[config.mk]
export PLATFORM = sky130hd
export DESIGN_NAME = counter_sweep_ctrl
export DESIGN_NICKNAME = d
export VERILOG_FILES = /design/src/rtl/counter_sweep_ctrl.sv
export SDC_FILE = /design/constraint.sdc
export NUM_CORES = 1
export LEC_CHECK = 0
export CAP_MARGIN = 20
export CORE_AREA = 10 10 70 101
export CTS_CLUSTER_DIAMETER = 80
export DETAILED_ROUTE_END_ITERATION = 12
export DIE_AREA = 0 0 80 111
export GPL_TIMING_DRIVEN = 0
export PLACE_DENSITY = 0.85
export SYNTH_ARGS = -nofsm -noshare
export SYNTH_HDL_FRONTEND = slang
export SYNTH_SLANG_ARGS = --single-unit
[constraint.sdc]
create_clock -name Clock -period 2.37 [get_ports Clock]
set_clock_uncertainty 0.1 [all_clocks]
set_input_delay 0.474 -clock Clock [delete_from_list [all_inputs] [get_ports Clock]]
set_output_delay 0.474 -clock Clock [all_outputs]
set_load 0.05 [all_outputs]
[src/rtl/counter_sweep_ctrl.sv]
// counter_sweep_ctrl: sequencer for the shared up/down counter.
// Runs triangle sweeps Lo -> Hi -> Lo for a programmed number of passes
// (0 = continuous) and is the counter's only driver.
//
// Ports:
//   Clock, ResetN            clock (rising edge), async active-low reset
//   Start, Stop, Pause       command inputs (Stop dominates, Pause freezes)
//   Lo, Hi, Passes           sweep bounds and pass count, sampled on Start
//   CntQ                     counter output value
//   CntEnable, CntLoad,      counter control, decoded combinationally
//   CntUpDn, CntData         from state, CntQ, Pause and Stop
//   Busy, Done, Err, PassCnt registered status
module counter_sweep_ctrl #(
    parameter int unsigned WIDTH  = 8,
    parameter int unsigned PASS_W = 8
) (
    input  logic              Clock,
    input  logic              ResetN,
    input  logic              Start,
    input  logic              Stop,
    input  logic              Pause,
    input  logic [WIDTH-1:0]  Lo,
    input  logic [WIDTH-1:0]  Hi,
    input  logic [PASS_W-1:0] Passes,
    input  logic [WIDTH-1:0]  CntQ,
    output logic              CntEnable,
    output logic              CntLoad,
    output logic              CntUpDn,
    output logic [WIDTH-1:0]  CntData,
    output logic              Busy,
    output logic              Done,
    output logic              Err,
    output logic [PASS_W-1:0] PassCnt
);

    typedef enum logic [2:0] {
        S_IDLE,
        S_LOAD,
        S_UP,
        S_DOWN,
        S_DONE
    } state_t;

    state_t              state;
    logic [WIDTH-1:0]    lo_q;
    logic [WIDTH-1:0]    hi_q;
    logic [PASS_W-1:0]   passes_q;

    logic                at_hi;
    logic                at_lo;
    logic [PASS_W-1:0]   pass_next;
    logic                pass_last;

    assign at_hi     = (CntQ == hi_q);
    assign at_lo     = (CntQ == lo_q);
    // Wraps at 2^PASS_W; a zero programmed count never matches, so runs forever.
    assign pass_next = PassCnt + PASS_W'(1);
    assign pass_last = (passes_q != '0) && (pass_next == passes_q);

    // Counter control decode: turns at the bounds issue the reverse step in
    // the same cycle, so the sweep has no dwell at either end.
    always_comb begin
        CntEnable = 1'b0;
        CntLoad   = 1'b0;
        CntUpDn   = 1'b0;
        CntData   = '0;
        if (!Stop) begin
            unique case (state)
                S_LOAD: begin
                    CntEnable = 1'b1;
                    CntLoad   = 1'b1;
                    CntData   = lo_q;
                end
                S_UP: begin
                    if (!Pause) begin
                        CntEnable = 1'b1;
                        CntUpDn   = !at_hi;
                    end
                end
                S_DOWN: begin
                    if (!Pause) begin
                        if (!at_lo) begin
                            CntEnable = 1'b1;
                        end else if (!pass_last) begin
                            CntEnable = 1'b1;
                            CntUpDn   = 1'b1;
                        end
                    end
                end
                default: begin
                end
            endcase
        end
    end

    // State sequencing and registered status outputs.
    always_ff @(posedge Clock or negedge ResetN) begin
        if (!ResetN) begin
            state    <= S_IDLE;
            lo_q     <= '0;
            hi_q     <= '0;
            passes_q <= '0;
            PassCnt  <= '0;
            Busy     <= 1'b0;
            Done     <= 1'b0;
            Err      <= 1'b0;
        end else begin
            Done <= 1'b0;
            Err  <= 1'b0;
            if (Stop && state != S_IDLE) begin
                // Abort: PassCnt keeps the passes completed so far.
                state <= S_IDLE;
                Busy  <= 1'b0;
            end else begin
                unique case (state)
                    S_IDLE: begin
                        if (Start && !Stop) begin
                            if (Lo < Hi) begin
                                lo_q     <= Lo;
                                hi_q     <= Hi;
                                passes_q <= Passes;
                                PassCnt  <= '0;
                                state    <= S_LOAD;
                                Busy     <= 1'b1;
                            end else begin
                                Err <= 1'b1;
                            end
                        end
                    end
                    S_LOAD: begin
                        state <= S_UP;
                    end
                    S_UP: begin
                        if (!Pause && at_hi) begin
                            state <= S_DOWN;
                        end
                    end
                    S_DOWN: begin
                        if (!Pause && at_lo) begin
                            PassCnt <= pass_next;
                            if (pass_last) begin
                                state <= S_DONE;
                                Done  <= 1'b1;
                            end else begin
                                state <= S_UP;
                            end
                        end
                    end
                    S_DONE: begin
                        state <= S_IDLE;
                        Busy  <= 1'b0;
                    end
                    default: begin
                        state <= S_IDLE;
                        Busy  <= 1'b0;
                    end
                endcase
            end
        end
    end

endmodule
==> impl_summary.txt <==
----------------------------------------------------
[Place]
  Final HPWL DP ... 4710 µm
  Final GP Congestion ... 0.876
  Number of input and output port buffers inserted ... 58

[Timing]
  Fmax ... 347 MHz
  Slew Viols, Final ... 0
  Worst max-slew margin expressed relative to the limit ... 0.444
  Worst setup margin ... -0.509 ns
  RSZ-0062 raised after global routing ... yes
  Part of the cycle the worst path needs ... 1.21
  Actual slew at the worst max-slew pin ... 0.833 ns
  Number of hold violations in the final report ... 0
  Post-layout min period ... 2.88 ns
  # setup viols final ... 2

[Worst setup path]
  R2r endpoint ... passes_q[7]$_DFFE_PN0P_
  Required time at the endpoint of the critical path ... 1.80 ns
  Worst r2r path cells ... 7
  Arrival time of data at the critical path endpoint ... 2.30 ns
  Reg-to-reg startpoint ... state[0]$_DFFE_PN0P_
  Worst setup path start ... PassCnt[0]$_DFFE_PN0P_
  Critical Path Max Stage Delay ... 0.51 ns
  Critical Path Start Type ... flop
  Internal reg-to-reg setup slack ... 0.22 ns
  CP max-delay cell ... sky130_fd_sc_hd__dfrtp_4
  Worst setup endpoint ... CntEnable
  Capturing element type of the critical path ... primary output
  Cell breakdown of the critical path ... ha_4, xnor2_2, xnor2_1, a2111oi_4, o2111ai_2, nor2_2, a221oi_4, buf_6
  Kind of critical path ... reg2out
  Critical path peak fanout ... 4

[GRT]
  Wire length of the first global-routing pass ... 11000 µm
  Total routing resource utilization after global routing ... 0.155
  Via count of the first global-routing pass ... 2214
  Sum of overflow across all layers after global routing ... 0
  Antenna violations before repair ... 0
  Largest net degree at the start of global routing ... 39

[Routing]
  Met3 wire length ... 471 µm
  Topmost layer with routed signal wires ... met4
  Number of design rule violations left after detail routing ... 0
  WL met2 ... 3930 µm
  Routed Antenna Nets ... 0
  Per-cell routed wire length ... 18.5 µm
  Met1 routed wirelength after detailed routing ... 2320 µm
  Detailed Routing Iterations Pass 1 ... 5
  Total number of vias ... 2036
  Via-per-instance ratio ... 5.49
  DRC marker count from the first detailed-route iteration ... 177
  Wire length after detailed routing ... 6870 µm

[Clock tree]
  H-Tree Depth ... 2
  TritonCTS Buffers ... 5
  CTS tree ... built
  Buffer cell driving the clock tree root ... sky130_fd_sc_hd__clkbuf_8
  Number of hold buffers added after CTS ... 0
  Clock latency at the later pin of the worst-skew pair ... 0.30 ns
  Clock sinks ... 38
  Clock Pin Slew Worst Setup and Hold Paths ... 0.08 ns
  Clock buffer depth ... 2

[Pwr]
  Cell leakage power ... 1.46 nW
  Worst supply voltage drop on vdd ... 0.000395 V
  Power after layout ... 2.08 mW
  Power Dens Cells ... 593 mW/mm²

[Layout]
  Commonest non-fill, non-tap cells in the layout ... sky130_fd_sc_hd__dfrtp_1 (31), sky130_fd_sc_hd__clkdlybuf4s50_1 (31), sky130_fd_sc_hd__mux2_2 (21), sky130_fd_sc_hd__nor2_1 (15), sky130_fd_sc_hd__buf_4 (15)
  Ratio of cells with drive above 1 in the final layout ... 0.399
  Area grow syn2layout ... 54.5%
  Fin util ... 0.653
  ANT cells ... 0
  Post-layout net count ... 345

[Floorplan]
  Die height ... 111 µm
  Horiz. Die Dim ... 80 µm
  Floorplan Core Area ... 0.00537 mm²
  Floorplan row count ... 33
  Starting density of the core ... 0.423
  Number of top-level pins ... 59
  Die Outline Area ... 0.00888 mm²

[Run status]
  Violations in the final reports ... setup timing
  Run status ... finished, violations left

[Yosys]
  Seq cells post-synth ... 38
  Most used flip-flop cell after synthesis ... sky130_fd_sc_hd__dfrtp_1
  Number of distinct library cell variants in the gate-level netlist after synthesis ... 46
  Post-synthesis cell count ... 216
  Portion of synthesized cell area occupied by the leading cell type ... 0.419
  Sequential area share after synthesis ... 0.419
  Count of yosys warnings during synthesis ... 0
  Synthesized Nets ... 261
  Post-Syn Area ... 0.00227 mm²
  Leading post-synthesis cells by cell area ... sky130_fd_sc_hd__dfrtp_1 (42%), sky130_fd_sc_hd__mux2_2 (12%), sky130_fd_sc_hd__xnor2_1 (5.8%)
  Post-Syn Area per Cell ... 10.5 µm²
  Number of enable flip-flop cells after synthesis ... 0
  Cell type contributing the most total cell area after synthesis ... sky130_fd_sc_hd__dfrtp_1
  Ys async rst share ... 1.00

[Hold path]
  Tightest Hold Check Type ... in2async

[Run]
  Max-Cap Viols ... 0

----------------------------------------------------
report_power, final:
part	internal [mW]	switching, mW	total [mW]
clock	0.209	0.226	0.435
combinational	0.382	0.349	0.731
sequential	0.788	0.128	0.916
per-layer routing:
metal | vias up | GRT usage
li1 | 940 | -
met1 | 1007 | 0.152
met2 | 75 | 0.283
met3 | 14 | 0.0455
met4 | 0 | 0.0731
met5 | - | 0
cell families (layout without fill, tap and decap cells):
group                      after synthesis  after routing  share of synthesized area
and+or+nand+nor                         72             72                      0.166
DFF                                     38             38                      0.419
AOI/OAI and AO/OA                       31             31                      0.107
xor gates and xnor gates                27             27                      0.104
muxes                                   26             26                      0.128
buffers and inverters                   14             99                     0.0303
adders and majority gates                8              8                     0.0441
critical path: cells and delay by family, from the launching register on:
kind                     cells  cell delay, ns
AND/OR/NAND/NOR              1            0.21
AO/OA/AOI/OAI                3            0.63
XOR/XNOR                     2            0.28
adder cells (fa/ha/maj)      1            0.19
buffers and inverters        1            0.18
flip-flops                   1            0.51
area by class of cell:
cell class                      count  area [µm²]
Fill cell                         392        1860
Buffer                              5        57.6
Sequential cell                    38         962
Clock buffer                        8        80.1
Tap cell                           70        87.6
Timing Repair Buffer               77         774
Multi-Input combinational cell    164        1510
Inverter                            9        33.8
per-stage QoR:
step | setup WS, ns | cells | area [µm²] | setup TNS, ns | hold slack (ns)
2_1_floorplan | -0.273 | 216 | 2400 | -0.536 | 0.0784
3_3_place_gp | -1.21 | 344 | 3070 | -36.14 | 0.412
3_5_place_dp | -1.22 | 344 | 3060 | -29.95 | 0.418
4_1_cts | -0.500 | 367 | 3380 | -0.977 | 0.214
5_1_grt | -0.597 | 371 | 3510 | -1.18 | 0.216
6_report | -0.509 | 371 | 3510 | -1.01 | 0.173
flip-flops by register name, indices dropped and copies added (netlist names):
| name | cells |
|---|---|
| PassCnt | 8 |
| state | 3 |
| lo_q | 8 |
| passes_q | 8 |
| Busy | 1 |
| hi_q | 8 |
| Err | 1 |
| Done | 1 |
what timing repair did:
action | in CTS | in global routing
setup buffers | 13 | 4
resized for setup | 105 | 25
setup endpoints to repair | 45 | 36
pin swaps | 14 | 10
gates cloned | 2 | 0
cell usage after synthesis, drive strengths merged (2+ instances only):
| cell | instances |
|---|---|
| or2 | 2 |
| a211oi | 2 |
| or3 | 2 |
| xnor2 | 15 |
| o21ai | 4 |
| nand2 | 9 |
| nor2 | 19 |
| ha | 8 |
| a31oi | 5 |
| inv | 9 |
| mux2 | 25 |
| nand2b | 2 |
| nor4 | 5 |
| o2111ai | 2 |
| buf | 4 |
| a21o | 2 |
| nand4 | 3 |
| dfrtp | 38 |
| nor3 | 8 |
| and2 | 8 |
| a21oi | 6 |
| nand3 | 8 |
| xor2 | 12 |
worst min-delay path by stage:
stage,endpoint,startpoint,depth (start not counted)
finish,PassCnt[0]$_DFFE_PN0P_,ResetN,1
global route,Done$_DFF_PN0_,ResetN,1
CTS,PassCnt[0]$_DFFE_PN0P_,ResetN,1
detailed placement,hi_q[2]$_DFFE_PN0P_,hi_q[2]$_DFFE_PN0P_,1
global placement,hi_q[0]$_DFFE_PN0P_,hi_q[0]$_DFFE_PN0P_,1
floorplan,Busy$_DFFE_PN0P_,ResetN,0
Power figures use the tool's default switching activity.
